--- config.mk ---
export PLATFORM = sky130hd
export DESIGN_NAME = otter_hazard_ctrl_flat
export DESIGN_NICKNAME = d
export VERILOG_FILES = /design/src/rtl/otter_pipe_pkg.sv /design/src/rtl/otter_hazard_ctrl_if.sv /design/src/rtl/otter_fwd_unit.sv /design/src/rtl/otter_hazard_ctrl.sv /design/src/flat_wrapper.sv
export SDC_FILE = /design/constraint.sdc
export NUM_CORES = 1
export LEC_CHECK = 0
export BUFFER_PORTS_ARGS = -buffer_cell sky130_fd_sc_hd__buf_2
export CAP_MARGIN = 10
export CELL_PAD_IN_SITES_DETAIL_PLACEMENT = 0
export CELL_PAD_IN_SITES_GLOBAL_PLACEMENT = 2
export CORE_MARGIN = 3
export CORE_UTILIZATION = 26
export CTS_CLUSTER_SIZE = 14
export DETAILED_ROUTE_END_ITERATION = 10
export PLACE_DENSITY_LB_ADDON = 0.1
export SYNTH_ARGS = -nofsm -noshare
export SYNTH_HDL_FRONTEND = slang
export SYNTH_SLANG_ARGS = --single-unit
--- constraint.sdc ---
create_clock -name CLK -period 2.7 [get_ports CLK]
set_input_delay 0.675 -clock CLK [delete_from_list [all_inputs] [get_ports CLK]]
set_output_delay 0.675 -clock CLK [all_outputs]
set_load 0.05 [all_outputs]
--- src/rtl/otter_pipe_pkg.sv ---
// Shared OTTER pipeline types: hazard controller states and forwarding selects.
package otter_pipe_pkg;

   typedef enum logic [1:0] {
      FILL  = 2'd0,
      RUN   = 2'd1,
      FLUSH = 2'd2
   } hz_state_t;

   localparam logic [1:0] FWD_REG = 2'b00;
   localparam logic [1:0] FWD_MEM = 2'b01;
   localparam logic [1:0] FWD_WB  = 2'b10;

endpackage

--- src/rtl/otter_hazard_ctrl_if.sv ---
// Bundle between the OTTER datapath (master) and the hazard controller (slave).
interface otter_hazard_ctrl_if #(
   parameter int CNT_W = 16
);
   logic [4:0]       rs1_D;
   logic [4:0]       rs2_D;
   logic             use_rs1_D;
   logic             use_rs2_D;
   logic [4:0]       rs1_E;
   logic [4:0]       rs2_E;
   logic [4:0]       rd_E;
   logic             memRead2_E;
   logic             pcSource_E;
   logic [4:0]       rd_M;
   logic             regWrite_M;
   logic [4:0]       rd_W;
   logic             regWrite_W;

   logic             pcWrite_F;
   logic             ld_F_D;
   logic             flush_F_D;
   logic             flush_D_E;
   logic [1:0]       fwdA_E;
   logic [1:0]       fwdB_E;
   logic [CNT_W-1:0] stall_cnt;
   logic [CNT_W-1:0] flush_cnt;

   modport master (
      output rs1_D, rs2_D, use_rs1_D, use_rs2_D,
      output rs1_E, rs2_E, rd_E, memRead2_E, pcSource_E,
      output rd_M, regWrite_M, rd_W, regWrite_W,
      input  pcWrite_F, ld_F_D, flush_F_D, flush_D_E,
      input  fwdA_E, fwdB_E, stall_cnt, flush_cnt
   );

   modport slave (
      input  rs1_D, rs2_D, use_rs1_D, use_rs2_D,
      input  rs1_E, rs2_E, rd_E, memRead2_E, pcSource_E,
      input  rd_M, regWrite_M, rd_W, regWrite_W,
      output pcWrite_F, ld_F_D, flush_F_D, flush_D_E,
      output fwdA_E, fwdB_E, stall_cnt, flush_cnt
   );
endinterface

--- src/rtl/otter_fwd_unit.sv ---
// Execute-stage operand forwarding compare; Memory-stage result beats Writeback.
module otter_fwd_unit
   import otter_pipe_pkg::*;
(
   input  logic [4:0] i_rs1_E,
   input  logic [4:0] i_rs2_E,
   input  logic [4:0] i_rd_M,
   input  logic       i_regWrite_M,
   input  logic [4:0] i_rd_W,
   input  logic       i_regWrite_W,
   output logic [1:0] o_fwdA_E,
   output logic [1:0] o_fwdB_E
);

   logic [4:0] w_rs  [2];
   logic [1:0] w_sel [2];

   assign w_rs[0] = i_rs1_E;
   assign w_rs[1] = i_rs2_E;

   generate
      for (genvar gi = 0; gi < 2; gi++) begin : g_operand
         logic w_hit_m;
         logic w_hit_w;

         // x0 is hard-wired zero, so a pending write to it is never forwarded.
         assign w_hit_m = i_regWrite_M && (i_rd_M != 5'd0) && (i_rd_M == w_rs[gi]);
         assign w_hit_w = i_regWrite_W && (i_rd_W != 5'd0) && (i_rd_W == w_rs[gi]);

         assign w_sel[gi] = w_hit_m ? FWD_MEM :
                            w_hit_w ? FWD_WB  : FWD_REG;
      end
   endgenerate

   assign o_fwdA_E = w_sel[0];
   assign o_fwdB_E = w_sel[1];

endmodule

--- src/rtl/otter_hazard_ctrl.sv ---
// OTTER 5-stage hazard/sequencing controller: fill after reset, load-use stall,
// redirect flush, operand forwarding and saturating event counters.
module otter_hazard_ctrl
   import otter_pipe_pkg::*;
#(
   parameter int FILL_CYCLES  = 1,
   parameter int FLUSH_CYCLES = 2,
   parameter int CNT_W        = 16
)(
   input  logic               CLK,
   input  logic               RESET_N,
   otter_hazard_ctrl_if.slave bus
);

   localparam logic [2:0] FILL_INIT  = 3'(FILL_CYCLES);
   localparam logic [2:0] FLUSH_INIT = 3'(FLUSH_CYCLES - 1);

   hz_state_t        r_state;
   hz_state_t        w_state_next;
   logic [2:0]       r_cyc_cnt;
   logic [2:0]       w_cyc_next;
   logic [CNT_W-1:0] r_stall_cnt;
   logic [CNT_W-1:0] r_flush_cnt;

   logic             w_load_use;
   logic             w_pc_wr;
   logic             w_ld_fd;
   logic             w_fl_fd;
   logic             w_fl_de;
   logic             w_stall_inc;
   logic             w_flush_inc;
   logic [1:0]       w_fwdA;
   logic [1:0]       w_fwdB;

   // A load writing x0 produces nothing to wait for, so it never stalls.
   assign w_load_use = bus.memRead2_E && (bus.rd_E != 5'd0) &&
                       ((bus.use_rs1_D && (bus.rs1_D == bus.rd_E)) ||
                        (bus.use_rs2_D && (bus.rs2_D == bus.rd_E)));

   always_comb begin
      w_state_next = r_state;
      w_cyc_next   = r_cyc_cnt;
      w_pc_wr      = 1'b1;
      w_ld_fd      = 1'b1;
      w_fl_fd      = 1'b0;
      w_fl_de      = 1'b0;
      w_stall_inc  = 1'b0;
      w_flush_inc  = 1'b0;

      case (r_state)
         FILL: begin
            w_fl_fd    = 1'b1;
            w_fl_de    = 1'b1;
            w_cyc_next = r_cyc_cnt - 3'd1;
            if (r_cyc_cnt <= 3'd1) begin
               w_state_next = RUN;
            end
         end

         RUN: begin
            if (bus.pcSource_E) begin
               w_fl_fd     = 1'b1;
               w_fl_de     = 1'b1;
               w_flush_inc = 1'b1;
               if (FLUSH_CYCLES > 1) begin
                  w_state_next = FLUSH;
                  w_cyc_next   = FLUSH_INIT;
               end
            end else if (w_load_use) begin
               // One-cycle stall: the load moves on to M and the hazard clears.
               w_pc_wr     = 1'b0;
               w_ld_fd     = 1'b0;
               w_fl_de     = 1'b1;
               w_stall_inc = 1'b1;
            end
         end

         FLUSH: begin
            // D/E already holds a bubble from the redirect cycle.
            w_fl_fd    = 1'b1;
            w_cyc_next = r_cyc_cnt - 3'd1;
            if (r_cyc_cnt <= 3'd1) begin
               w_state_next = RUN;
            end
         end

         default: begin
            w_fl_fd      = 1'b1;
            w_fl_de      = 1'b1;
            w_state_next = FILL;
            w_cyc_next   = FILL_INIT;
         end
      endcase
   end

   always_ff @(posedge CLK or negedge RESET_N) begin
      if (!RESET_N) begin
         r_state     <= FILL;
         r_cyc_cnt   <= FILL_INIT;
         r_stall_cnt <= '0;
         r_flush_cnt <= '0;
      end else begin
         r_state   <= w_state_next;
         r_cyc_cnt <= w_cyc_next;
         if (w_stall_inc && !(&r_stall_cnt)) begin
            r_stall_cnt <= r_stall_cnt + CNT_W'(1);
         end
         if (w_flush_inc && !(&r_flush_cnt)) begin
            r_flush_cnt <= r_flush_cnt + CNT_W'(1);
         end
      end
   end

   otter_fwd_unit u_fwd (
      .i_rs1_E      (bus.rs1_E),
      .i_rs2_E      (bus.rs2_E),
      .i_rd_M       (bus.rd_M),
      .i_regWrite_M (bus.regWrite_M),
      .i_rd_W       (bus.rd_W),
      .i_regWrite_W (bus.regWrite_W),
      .o_fwdA_E     (w_fwdA),
      .o_fwdB_E     (w_fwdB)
   );

   // Reset forces a frozen, fully bubbled pipeline without waiting for a clock.
   assign bus.pcWrite_F = RESET_N & w_pc_wr;
   assign bus.ld_F_D    = RESET_N & w_ld_fd;
   assign bus.flush_F_D = ~RESET_N | w_fl_fd;
   assign bus.flush_D_E = ~RESET_N | w_fl_de;
   assign bus.fwdA_E    = RESET_N ? w_fwdA : FWD_REG;
   assign bus.fwdB_E    = RESET_N ? w_fwdB : FWD_REG;
   assign bus.stall_cnt = r_stall_cnt;
   assign bus.flush_cnt = r_flush_cnt;

endmodule

--- src/flat_wrapper.sv ---
// flat-port wrapper written by rule: the top's interface ports become plain ports
module otter_hazard_ctrl_flat import otter_pipe_pkg::*;
#(
   parameter int FILL_CYCLES  = 1,
   parameter int FLUSH_CYCLES = 2,
   parameter int CNT_W        = 16
)
  (CLK, RESET_N, bus_rs1_D, bus_rs2_D, bus_use_rs1_D, bus_use_rs2_D, bus_rs1_E, bus_rs2_E, bus_rd_E, bus_memRead2_E, bus_pcSource_E, bus_rd_M, bus_regWrite_M, bus_rd_W, bus_regWrite_W, bus_pcWrite_F, bus_ld_F_D, bus_flush_F_D, bus_flush_D_E, bus_fwdA_E, bus_fwdB_E, bus_stall_cnt, bus_flush_cnt);
  otter_hazard_ctrl_if #(.CNT_W(CNT_W)) bus_i ();
  input  logic CLK;
  input  logic RESET_N;
  input wire logic [$bits(bus_i.rs1_D)-1:0] bus_rs1_D;
  input wire logic [$bits(bus_i.rs2_D)-1:0] bus_rs2_D;
  input wire logic [$bits(bus_i.use_rs1_D)-1:0] bus_use_rs1_D;
  input wire logic [$bits(bus_i.use_rs2_D)-1:0] bus_use_rs2_D;
  input wire logic [$bits(bus_i.rs1_E)-1:0] bus_rs1_E;
  input wire logic [$bits(bus_i.rs2_E)-1:0] bus_rs2_E;
  input wire logic [$bits(bus_i.rd_E)-1:0] bus_rd_E;
  input wire logic [$bits(bus_i.memRead2_E)-1:0] bus_memRead2_E;
  input wire logic [$bits(bus_i.pcSource_E)-1:0] bus_pcSource_E;
  input wire logic [$bits(bus_i.rd_M)-1:0] bus_rd_M;
  input wire logic [$bits(bus_i.regWrite_M)-1:0] bus_regWrite_M;
  input wire logic [$bits(bus_i.rd_W)-1:0] bus_rd_W;
  input wire logic [$bits(bus_i.regWrite_W)-1:0] bus_regWrite_W;
  output wire logic [$bits(bus_i.pcWrite_F)-1:0] bus_pcWrite_F;
  output wire logic [$bits(bus_i.ld_F_D)-1:0] bus_ld_F_D;
  output wire logic [$bits(bus_i.flush_F_D)-1:0] bus_flush_F_D;
  output wire logic [$bits(bus_i.flush_D_E)-1:0] bus_flush_D_E;
  output wire logic [$bits(bus_i.fwdA_E)-1:0] bus_fwdA_E;
  output wire logic [$bits(bus_i.fwdB_E)-1:0] bus_fwdB_E;
  output wire logic [$bits(bus_i.stall_cnt)-1:0] bus_stall_cnt;
  output wire logic [$bits(bus_i.flush_cnt)-1:0] bus_flush_cnt;
  assign bus_i.rs1_D = bus_rs1_D;
  assign bus_i.rs2_D = bus_rs2_D;
  assign bus_i.use_rs1_D = bus_use_rs1_D;
  assign bus_i.use_rs2_D = bus_use_rs2_D;
  assign bus_i.rs1_E = bus_rs1_E;
  assign bus_i.rs2_E = bus_rs2_E;
  assign bus_i.rd_E = bus_rd_E;
  assign bus_i.memRead2_E = bus_memRead2_E;
  assign bus_i.pcSource_E = bus_pcSource_E;
  assign bus_i.rd_M = bus_rd_M;
  assign bus_i.regWrite_M = bus_regWrite_M;
  assign bus_i.rd_W = bus_rd_W;
  assign bus_i.regWrite_W = bus_regWrite_W;
  assign bus_pcWrite_F = bus_i.pcWrite_F;
  assign bus_ld_F_D = bus_i.ld_F_D;
  assign bus_flush_F_D = bus_i.flush_F_D;
  assign bus_flush_D_E = bus_i.flush_D_E;
  assign bus_fwdA_E = bus_i.fwdA_E;
  assign bus_fwdB_E = bus_i.fwdB_E;
  assign bus_stall_cnt = bus_i.stall_cnt;
  assign bus_flush_cnt = bus_i.flush_cnt;
  otter_hazard_ctrl #(.FILL_CYCLES(FILL_CYCLES), .FLUSH_CYCLES(FLUSH_CYCLES), .CNT_W(CNT_W)) u_core (.CLK(CLK), .RESET_N(RESET_N), .bus(bus_i));
endmodule
==> metrics list <==
* Total routing resource utilization after global routing: 0.132
* Register bit count reported by yosys: 37
* Post-route non-filler standard cell count: around 420
- Final hold analysis gives a worst-case slack of 0.467 ns.
- Counting tap cells, the placed design contains a total of 416 instances.
* Ranking of synthesized cells by instance count: sky130_fd_sc_hd__dfrtp_1, sky130_fd_sc_hd__xnor2_1, sky130_fd_sc_hd__xor2_1
- After detailed routing, the average wire length per cell comes to between 10 and 15 um.
- At the pin with the least slew margin, the transition time is 0.547 ns.
- Sinks on Clock Net: 37
- Most instantiated flip-flop cell in the synthesis netlist: sky130_fd_sc_hd__dfrtp_1
- Largest net degree at the start of global routing: 43
- Number of enable flip-flop cells after synthesis: 0
* Post-Syn Area per Cell: around 10 um^2
- In this run the cell area measured after placement is 2880 um^2.
* Kind of critical path: in2out
* Total design power: 0.00177 W
- Using the TritonRoute via totals, the vias-per-cell ratio works out to 4.58.
- Final min period: about 2.8 ns
- Summed over all nets, the half-perimeter wirelength after detailed placement is roughly 4.7 mm.
- After synthesis, the share of flip-flops with an asynchronous set or reset is 1.00.
- Setup repair after global routing missed its margin: true
- Critical path data required time: ~2.0 ns
* Number of buffers created by CTS: 5
- The initial antenna violation count is 0.
- Yosys printed 0 warnings.
- Type of the tightest min-delay check: in2async
- For this block, the via count after detailed routing is around 1900.
- Clock tree from TritonCTS: built
* Fillcell total: 826
- Total die area: about 9500 um^2
- Largest vdd supply drop: about 490 uV
- Most common cell in the netlist: sky130_fd_sc_hd__dfrtp_1
- In this run the deepest clock path goes through 2 buffers.
* Total inserted antenna cells: 0
- Clock skew after layout: roughly 0.0058 ns
- Final count of hold timing violations: 0
- The first global-routing pass estimated roughly 10 mm of wire.
- Clock latency on the worst-skew pair, taken at its later pin, is 0.29 ns.
* Num rows: 32
- Violations in the final reports: negative setup slack
- Placement-stage worst setup slack: -0.218 ns
- Post-layout nets: between 300 and 400
- The share of the Yosys chip area taken by registers is 0.425.
- After detailed routing, the number of remaining DRC violations is 0.
* Core footprint: just under 8000 um^2
- The number of different library cells used by synthesis comes to 42.
- Fmax: between 300 and 400 MHz
* Count of boundary I/O pins: 83
- Min setup slack post-route: -0.0728 ns
- Once detail routing completed, the nets flagged for antenna violations numbered 0.
- In this run the static leakage power is roughly 1.5 nW.
* Power per cell area: between 500 and 600 nW/um^2
- Buffers inserted to repair hold after CTS numbered 0.
- After clock tree synthesis, the clock-pin slew on the worst setup and hold paths is approximately 0.07 ns.
- Routed WL: between 6 and 7 mm
* Slew HR: 0.635
- Syn nets: ~260
* Initial Utilization: 0.275
* Area of the mapped netlist: approximately 2200 um^2
- Outcome: complete, but fails checks
- The finished cells cover between 3000 and 4000 um^2.
- Drt first pass iters: 4
* Buffers added on ports: slightly above 80
- Setup violations, final: 5
- Leading area contributor after synthesis: sky130_fd_sc_hd__dfrtp_1
- Proportion of netlist area held by the largest area contributor: 0.413
- Sorting the synthesized cells by area gives the leading types as sky130_fd_sc_hd__dfrtp_1, sky130_fd_sc_hd__xnor2_1, sky130_fd_sc_hd__xor2_1.
- Vias in the first global route: 2075
* Number of standard cells after synthesis: roughly 220
* Area grow syn2layout: 43.5%
- Post-CTS repair timing setup buffer count: 0
- The worst setup path is launched from an input port.
- Data on the critical path arrives at its endpoint at 2.10 ns.
- Clock Root Buffer: sky130_fd_sc_hd__clkbuf_8
- Overflow left after global routing: 0
* H-tree levels: 2
- Final Max Slew Viols: 0
* Max-cap violation count: 0
- Final period utilization: 1.03
- In the final layout, the share of cells above drive strength 1 is 0.410.
- Routability-driven placement finished with a final weighted congestion of 0.723.
* Die Span Y: 97.6 um
- In this run the worst path has a maximum fanout of 2.
* Die extent in x: 97.6 um
- Category of the worst setup path capture point: output pin
- In this run, the number of DRC markers left after iteration 0 of detailed routing was 40.
==> cell type report <==
| type | count | area [um^2] | share of cell area |
|---|---|---|---|
| clock buffers | 7 | 96.3 | 0.0308 |
| clock inverters | 1 | 5.00 | 0.00160 |
| inverters | 5 | 18.8 | 0.00600 |
| multi-input cells | 171 | 1320 | 0.420 |
| flip-flops and latches | 37 | 927 | 0.296 |
| well taps | 102 | 128 | 0.0408 |
| repair buffers | 101 | 641 | 0.205 |
==> worst paths after layout <==
check | startpoint | endpoint | slack, ns | depth (start not counted)
worst max-delay path | bus_rd_E[2] | bus_ld_F_D | -0.07 | 6
worst min-delay path | RESET_N | u_core.bus.stall_cnt[9] | 0.47 | 2
min in group CLK | u_core.bus.flush_cnt[10] | u_core.bus.flush_cnt[10] | 0.49 | 1
max in group asynchronous | RESET_N | u_core.r_cyc_cnt[0] | 1.85 | 2
worst max register to register | u_core.bus.flush_cnt[0] | u_core.bus.flush_cnt[10] | 0.68 | 6
worst min register to register | u_core.bus.flush_cnt[10] | u_core.bus.flush_cnt[10] | 0.49 | 1
==> metal layers <==
layer  vias to the layer above  track usage  part of all wire
li1                        967            -                 -
met1                       926        0.169              0.46
met2                        44        0.226              0.49
met3                         7       0.0266             0.037
met4                         0       0.0319            0.0088
met5                         -            0                 0
==> registers in the layout (all words and copies together), names as in the netlist <==
register and flops:
u_core.bus.flush_cnt 16, u_core.bus.stall_cnt 16, u_core.r_cyc_cnt 3, u_core.r_state 2
==> cells in the final DEF, fill, tap and decap left out, types with 3 or more instances in the layout <==
master / count
sky130_fd_sc_hd__mux2_2: 3
sky130_fd_sc_hd__nor3_1: 6
sky130_fd_sc_hd__nand2_1: 16
sky130_fd_sc_hd__inv_1: 5
sky130_fd_sc_hd__buf_4: 16
sky130_fd_sc_hd__and3_1: 8
sky130_fd_sc_hd__xor2_1: 24
sky130_fd_sc_hd__nor2_1: 8
sky130_fd_sc_hd__buf_2: 71
sky130_fd_sc_hd__nand4_1: 9
sky130_fd_sc_hd__dfrtp_1: 36
sky130_fd_sc_hd__buf_8: 3
sky130_fd_sc_hd__and2_1: 3
sky130_fd_sc_hd__xnor2_1: 35
sky130_fd_sc_hd__nand3_1: 16
sky130_fd_sc_hd__ha_1: 4
sky130_fd_sc_hd__clkbuf_8: 7
sky130_fd_sc_hd__nor4_4: 4
sky130_fd_sc_hd__buf_6: 10
sky130_fd_sc_hd__or4_4: 4
==> per-stage QoR <==
stage	TNS, ns	util
4_1_cts	-0.270	0.389
2_1_floorplan	-0.339	-
6_report	-0.190	0.395
3_3_place_gp	-1.11	0.363
3_5_place_dp	-1.10	0.363
5_1_grt	-0.433	0.395
==> timing repair <==
item	CTS	global route
pin swaps	3	4
endpoints found under the setup margin	7	7
gates resized for setup	26	10
==> logic make-up (layout without fill, tap and decap cells) <==
group / Yosys count / in the layout / share of synthesized area
muxes: 4 / 4 / 0.0224
buffers and inverters: 7 / 114 / 0.0172
xor gates and xnor gates: 59 / 59 / 0.237
AOI/OAI and AO/OA: 13 / 13 / 0.0384
and+or+nand+nor: 91 / 91 / 0.237
adders and majority gates: 4 / 4 / 0.0229
DFF: 37 / 37 / 0.425
==> worst max-delay path, stage by stage <==
cell,delay (ns)
sky130_fd_sc_hd__buf_6,0.09
sky130_fd_sc_hd__or4_4,0.52
sky130_fd_sc_hd__o21a_1,0.20
sky130_fd_sc_hd__and3_4,0.18
sky130_fd_sc_hd__and2b_4,0.27
sky130_fd_sc_hd__buf_8,0.15
==> where the power goes <==
group	switching (W)	internal [W]	leakage [nW]
Clock	0.000202	0.000231	0.0542
Sequential	0.0000916	0.000636	0.495
Combinational	0.000376	0.000238	0.943
(Power assumes the default switching activity.)
